File: config.mk
export PLATFORM = sky130hd
export DESIGN_NAME = compare_block_flat
export DESIGN_NICKNAME = d
export VERILOG_FILES = /design/src/rtl/rtl_settings_pkg.sv /design/src/rtl/compare_block_if.sv /design/src/rtl/rnd_gen_8.sv /design/src/rtl/compare_block.sv /design/src/flat_wrapper.sv
export SDC_FILE = /design/constraint.sdc
export NUM_CORES = 1
export LEC_CHECK = 0
export CAP_MARGIN = 0
export CORE_ASPECT_RATIO = 2
export CORE_MARGIN = 3
export CORE_UTILIZATION = 49
export DETAILED_ROUTE_END_ITERATION = 16
export GPL_ROUTABILITY_DRIVEN = 0
export HOLD_SLACK_MARGIN = 0.08
export PLACE_DENSITY = 0.79
export SLEW_MARGIN = 20
export SYNTH_ARGS = -nofsm -noshare
export SYNTH_HDL_FRONTEND = slang
export SYNTH_SLANG_ARGS = --single-unit
File: constraint.sdc
create_clock -name clk_i -period 2.7 [get_ports clk_i]
set_clock_uncertainty 0.1 [all_clocks]
set_input_delay 0.81 -clock clk_i [delete_from_list [all_inputs] [get_ports clk_i]]
set_output_delay 0.81 -clock clk_i [all_outputs]
set_load 0.005 [all_outputs]
File: src/rtl/rtl_settings_pkg.sv
// rtl_settings_pkg: shared widths, descriptor types and byte-mask helper for the
// traffic generator / checker pair.
package rtl_settings_pkg;
   localparam int AMM_DATA_W  = 32;
   localparam int DATA_B_W    = AMM_DATA_W / 8;
   localparam int ADDR_B_W    = $clog2(DATA_B_W);
   localparam int AMM_BURST_W = 4;
   localparam int AMM_ADDR_W  = 16;
   localparam     ADDR_TYPE   = "BYTE";

   typedef enum logic {FIX_DATA = 1'b0, RND_DATA = 1'b1} data_mode_t;
   typedef enum logic [1:0] {IDLE, CHECK, DRAIN} cmp_state_t;

   typedef struct packed {
      logic [AMM_ADDR_W-1:0]  start_addr;
      logic [ADDR_B_W-1:0]    start_off;
      logic [ADDR_B_W-1:0]    end_off;
      logic [AMM_BURST_W-2:0] words_count;
      data_mode_t             data_mode;
      logic [7:0]             data_ptrn;
   } cmp_struct_t;

   // first beat keeps bytes from start_off up, last beat keeps bytes up to end_off
   function automatic logic [DATA_B_W-1:0] cmp_byte_mask(input logic first, input logic last,
                                                         input logic [ADDR_B_W-1:0] start_off,
                                                         input logic [ADDR_B_W-1:0] end_off);
      logic [DATA_B_W-1:0] m;
      for (int i = 0; i < DATA_B_W; i++)
         m[i] = (!first || ADDR_B_W'(i) >= start_off) && (!last || ADDR_B_W'(i) <= end_off);
      return m;
   endfunction
endpackage

File: src/rtl/compare_block_if.sv
// compare_block_if: Avalon-MM read-response beats seen by the checker.
interface compare_block_if;
   import rtl_settings_pkg::*;
   logic                  readdatavalid;
   logic [AMM_DATA_W-1:0] readdata;
   modport master (output readdatavalid, readdata);
   modport slave  (input  readdatavalid, readdata);
endinterface

File: src/rtl/rnd_gen_8.sv
// rnd_gen_8: one step of the 8-bit pattern LFSR shared with the transmitter.
module rnd_gen_8 (
   input  logic [7:0] d_i,
   output logic [7:0] q_o
);
   assign q_o = {d_i[6:0], d_i[6] ^ d_i[1] ^ d_i[0]};
endmodule

File: src/rtl/compare_block.sv
// compare_block: checks read-back beats against the expected pattern and
// captures the first failing word.
module compare_block
   import rtl_settings_pkg::*;
(
   input  logic                  clk_i,
   input  logic                  rst_n_i,
   input  logic                  cmp_en_i,
   input  cmp_struct_t           cmp_struct_i,
   compare_block_if.slave        amm,
   output logic                  cmp_busy_o,
   output logic                  cmp_error_o,
   output logic                  err_valid_o,
   output logic [AMM_ADDR_W-1:0] err_addr_o,
   output logic [AMM_DATA_W-1:0] err_data_o
);
   cmp_state_t             state, state_nxt;
   logic [AMM_ADDR_W-1:0]  base_addr;
   logic [ADDR_B_W-1:0]    s_off, e_off;
   data_mode_t             mode;
   logic [AMM_BURST_W-2:0] beat_cnt, beat_idx;
   logic [7:0]             exp_byte, exp_nxt;
   logic [DATA_B_W-1:0]    mask;
   logic                   first, last, mism, start, hit;

   assign first = beat_idx == '0;
   assign last  = beat_cnt == '0;

   rnd_gen_8 u_rnd (.d_i(exp_byte), .q_o(exp_nxt));

   generate
      if (ADDR_TYPE == "BYTE") begin : g_byte
         assign mask = cmp_byte_mask(first, last, s_off, e_off);
      end else begin : g_word
         assign mask = '1;
      end
   endgenerate

   always_comb begin
      mism = 1'b0;
      for (int b = 0; b < DATA_B_W; b++)
         mism = mism | (mask[b] && amm.readdata[8*b +: 8] != exp_byte);
   end

   always_ff @(posedge clk_i or negedge rst_n_i)
      if (!rst_n_i) state <= IDLE;
      else          state <= state_nxt;

   always_comb begin
      state_nxt = state == IDLE                                  ? (cmp_en_i ? CHECK : IDLE) :
                  amm.readdatavalid && last                      ? IDLE :
                  state == CHECK && amm.readdatavalid && mism    ? DRAIN : state;
   end

   always_comb begin
      cmp_busy_o = state != IDLE;
      start      = state == IDLE && cmp_en_i;
      hit        = state == CHECK && amm.readdatavalid && mism;
   end

   always_ff @(posedge clk_i or negedge rst_n_i)
      if (!rst_n_i) begin
         base_addr   <= '0;
         s_off       <= '0;
         e_off       <= '0;
         mode        <= FIX_DATA;
         beat_cnt    <= '0;
         beat_idx    <= '0;
         exp_byte    <= 8'hFF;
         cmp_error_o <= 1'b0;
         err_valid_o <= 1'b0;
         err_addr_o  <= '0;
         err_data_o  <= '0;
      end else begin
         cmp_error_o <= hit;
         if (start) begin
            base_addr   <= cmp_struct_i.start_addr;
            s_off       <= cmp_struct_i.start_off;
            e_off       <= cmp_struct_i.end_off;
            mode        <= cmp_struct_i.data_mode;
            beat_cnt    <= cmp_struct_i.words_count;
            beat_idx    <= '0;
            exp_byte    <= cmp_struct_i.data_ptrn;
            err_valid_o <= 1'b0;
            err_addr_o  <= '0;
            err_data_o  <= '0;
         end else if (cmp_busy_o && amm.readdatavalid) begin
            beat_cnt <= beat_cnt - 1'b1;
            beat_idx <= beat_idx + 1'b1;
            if (mode == RND_DATA) exp_byte <= exp_nxt;
         end
         // only CHECK can hit, so DRAIN never overwrites the first error
         if (hit) begin
            err_valid_o <= 1'b1;
            err_addr_o  <= base_addr + AMM_ADDR_W'(beat_idx);
            err_data_o  <= amm.readdata;
         end
      end
endmodule

File: src/flat_wrapper.sv
// flat-port wrapper written by rule: the top's interface ports become plain ports
module compare_block_flat import rtl_settings_pkg::*;
  (clk_i, rst_n_i, cmp_en_i, cmp_struct_i, cmp_busy_o, cmp_error_o, err_valid_o, err_addr_o, err_data_o, amm_readdatavalid, amm_readdata);
  compare_block_if amm_i ();
  input  logic clk_i;
  input  logic rst_n_i;
  input  logic cmp_en_i;
  input  cmp_struct_t cmp_struct_i;
  output logic cmp_busy_o;
  output logic cmp_error_o;
  output logic err_valid_o;
  output logic [AMM_ADDR_W-1:0] err_addr_o;
  output logic [AMM_DATA_W-1:0] err_data_o;
  input wire logic [$bits(amm_i.readdatavalid)-1:0] amm_readdatavalid;
  input wire logic [$bits(amm_i.readdata)-1:0] amm_readdata;
  assign amm_i.readdatavalid = amm_readdatavalid;
  assign amm_i.readdata = amm_readdata;
  compare_block u_core (.clk_i(clk_i), .rst_n_i(rst_n_i), .cmp_en_i(cmp_en_i), .cmp_struct_i(cmp_struct_i), .amm(amm_i), .cmp_busy_o(cmp_busy_o), .cmp_error_o(cmp_error_o), .err_valid_o(err_valid_o), .err_addr_o(err_addr_o), .err_data_o(err_data_o));
endmodule
==> out/summary.txt, run 1 <==
status: completed
layout cells sized above 1: 0.1070
clk_lat worst skew: 340 ps
via-per-instance ratio: 5.374
drt first-iter violations: 277
antenna cells: 0
Area growth syn-to-layout: 39.99%
Critical Path RT: 2850 ps
Slew headroom: 0.5603
sequential area share after synthesis: 0.4821
DRT Wirelength: 12.89 mm
post-DP HPWL: 8.835 mm
CP endpoint kind: flip-flop
IO Pins: 119
critical path launch point type: input port
CTS buffer count: 9
CP Class: in -> reg
critical path data arrival time: 2780 ps
Remaining DRCs: 0
IO Port Bufs: 118
slowest CP cell: a221o_1
share of the synthesized area in the top cell type: 0.4357
Vias: 3762
die height: 142.1 um
Post-Syn Area per Cell: 9.757 um2
Synth async-reset ratio: 1.000
number of fill cells: 671
area leader, netlist: dfrtp_1
xor and xnor area share after synthesis: 0.09846
Syn Inst Count: 465
floorplan row count: 49
Post-synth top flop: dfrtp_1
Synth Warn #: 0
min Tclk post-route: 2628 ps
Pre-antenna DRT Iters: 4
total grt overflow: 0
antenna violations before repair: 0
die width: 74.04 um
Worst Tran Pin Value: 659.5 ps
Final Setup Violations: 0
CTS tree: built
Routed Antenna Nets: 0
Finished Core Util: 0.7047
Max Cap Viol: 0
worst hold path type: in -> async
CTS H-tree lvls: 3
Synth Area in Adders: 0.02372
core area: 9012 um2
synth top area cells: dfrtp_1 (44%), mux2i_1 (12%), nand2_1 (11%), xor2_1 (5.2%), dfstp_2 (4.6%)
Synth Register Bits: 87
vias in the first global route: 3846
Fmax achieved: 0.3806 GHz
area of the die: 10520 um2
global-route wire length before repair: 19.72 mm
largest family of logic cells by synthesized area: simple AND/OR/NAND/NOR gates
Clock transition at path regs: 70 ps
VDD IR max: 560.3 uV
Total GRT Usage: 0.2509
cell count after placement: 672
Compound-Gate Fraction of Synth Area: 0.03447
Syn Nets: 541
Slew Limit Fails: 0
largest net degree at the start of global routing: 49
Design Area, Final: 6351 um2
Leakage Power: 0.003039 uW
WL per Instance: 18.41 um
Critical Path Fanout Max: 5
Power Density: 1000 nW/um2
# hold bufs at CTS: 0
post-synthesis mux area share: 0.1213
total power: 6354 uW
Root Buffer: clkbuf_16
r2r endpoint: u_core.err_data_o[22]
Clock Path Buffers: 2
clock sink count: 87
FF-to-FF setup slack: 120 ps
CP cell instances: dlygate4sd2_1 -> xor2_1 -> nor4_2 -> a221o_1 -> nand4b_1 -> and4b_2 -> buf_6 -> bufbuf_16 -> mux2i_1
starting density of the core: 0.5034
Slowest Stage Delay on Critical Path: 330 ps
final cell count without fillers: 700
nets: 669
crit share post-route: 0.9732
Fin. Hold Viols: 0
mapped cell area: 4537 um2
reg2reg start: u_core.exp_byte[0]
DP Area: 5784 um2
simple-gate share of the synthesized area: 0.1572
number of synthesized flops with an enable pin: 0
number of cells on the worst reg-to-reg path: 8
post-synth cell types: 35
critical path, delay by kind of cell:
kind	cells	cell delay, ps
buf+inv	3	670
xor+xnor	1	270
simple gates	3	480
mux	1	210
compound gates	1	330
state kept, by name, summed over array words and instances, names as in the netlist:
register and count:
u_core.base_addr 16, u_core.beat_cnt 3, u_core.beat_idx 3, u_core.err_data_o 32, u_core.cmp_error_o 1, u_core.err_valid_o 1, u_core.e_off 2, u_core.mode 1
u_core.exp_byte 8, u_core.err_addr_o 16, u_core.s_off 2, u_core.state 2
final cells by class:
| class | instances | area (um2) | area share |
|---|---|---|---|
| Tap cell | 102 | 127.6 | 0.02009 |
| Sequential cell | 87 | 2187 | 0.3444 |
| Inverter | 42 | 157.7 | 0.02482 |
| Timing Repair Buffer | 144 | 1570 | 0.2472 |
| Clock buffer | 10 | 239.0 | 0.03763 |
| Multi-Input combinational cell | 309 | 2023 | 0.3186 |
| Clock inverter | 6 | 46.29 | 0.007289 |
cell usage in the layout (no fill, tap or decap), types with 2 or more instances in the layout:
cell,count
dlygate4sd2_1,6
ha_1,7
nor4_2,3
buf_12,5
dlymetal6s2s_1,18
xnor2_1,24
nand4_1,7
nor2_1,9
bufbuf_16,2
and3_1,2
nand2_1,131
clkdlybuf4s15_1,4
a21oi_1,3
inv_1,42
dfrtp_1,79
dfstp_2,8
o21ai_1,2
and2_1,2
nor3_1,2
clkbuf_16,9
mux2i_1,55
clkdlybuf4s50_1,88
nor2b_2,2
xor2_2,2
a21o_1,2
buf_16,2
buf_4,16
o21ai_0,15
nand3_1,3
clkinvlp_4,5
xor2_1,25
what timing repair did:
item                                    in CTS  in global routing
endpoints found under the setup margin      42                 51
setup buffers                                8                  0
gates resized for setup                     16                 33
pin swaps                                    6                 15
cloned                                       4                  0
stage by stage:
stage	worst slack, ps	setup TNS (ps)	hold WS [ps]
finish	72.41	0	367.2
global route	-15.19	-49.73	420.5
CTS	2.318	0	397.9
detailed placement	-433.1	-19210	372.0
global placement	-315.1	-15390	371.4
floorplan	372.6	0	345.5
worst max-delay path by stage:
stage                       start               endpoint
3_3_place_gp     amm_readdata[14]  u_core.err_addr_o[13]
5_1_grt        u_core.beat_idx[1]  u_core.err_data_o[26]
2_1_floorplan    amm_readdata[14]     u_core.err_valid_o
3_5_place_dp     amm_readdata[13]  u_core.err_data_o[27]
6_report         amm_readdata[21]  u_core.err_data_o[22]
4_1_cts          amm_readdata[23]  u_core.err_data_o[22]
report_power, final:
| group | switching [uW] | internal, uW | total [uW] |
|---|---|---|---|
| logic | 1210 | 1480 | 2690 |
| clock network | 520 | 649 | 1170 |
| registers | 582 | 1910 | 2490 |
per-layer routing:
layer	global-route usage	routed length, um	share of wire
met2	0.4700	7411	0.58
met4	0.1261	629	0.049
met5	0	0	0
met3	0.04385	612	0.047
met1	0.2533	4233	0.33
cells in the mapped netlist, drive strengths merged, types with 4 or more instances:
master	instances
nor2	9
nand4	7
mux2i	55
nand2	132
xor2	27
inv	42
ha	7
buf	14
dfstp	8
o21ai	17
dfrtp	79
nor4	4
clkbuf	13
xnor2	24
cells by family after synthesis:
logic type / after synthesis
and+or+nand+nor: 168
DFF: 87
buffers and inverters: 69
muxes: 55
xor gates and xnor gates: 51
AOI/OAI and AO/OA: 27
adders and majority gates: 8
(Power assumes the default switching activity.)
==> inputs of run 2 (changes only) <==
--- a/config.mk
+++ b/config.mk
@@ -11,7 +11,7 @@
 export CORE_UTILIZATION = 49
 export DETAILED_ROUTE_END_ITERATION = 16
 export GPL_ROUTABILITY_DRIVEN = 0
-export HOLD_SLACK_MARGIN = 0.08
+export HOLD_SLACK_MARGIN = 0.03
 export PLACE_DENSITY = 0.79
 export SLEW_MARGIN = 20
 export SYNTH_ARGS = -nofsm -noshare
==> results of run 2 <==
No change in the layout: final DEF, timing and power equal those of run 1.
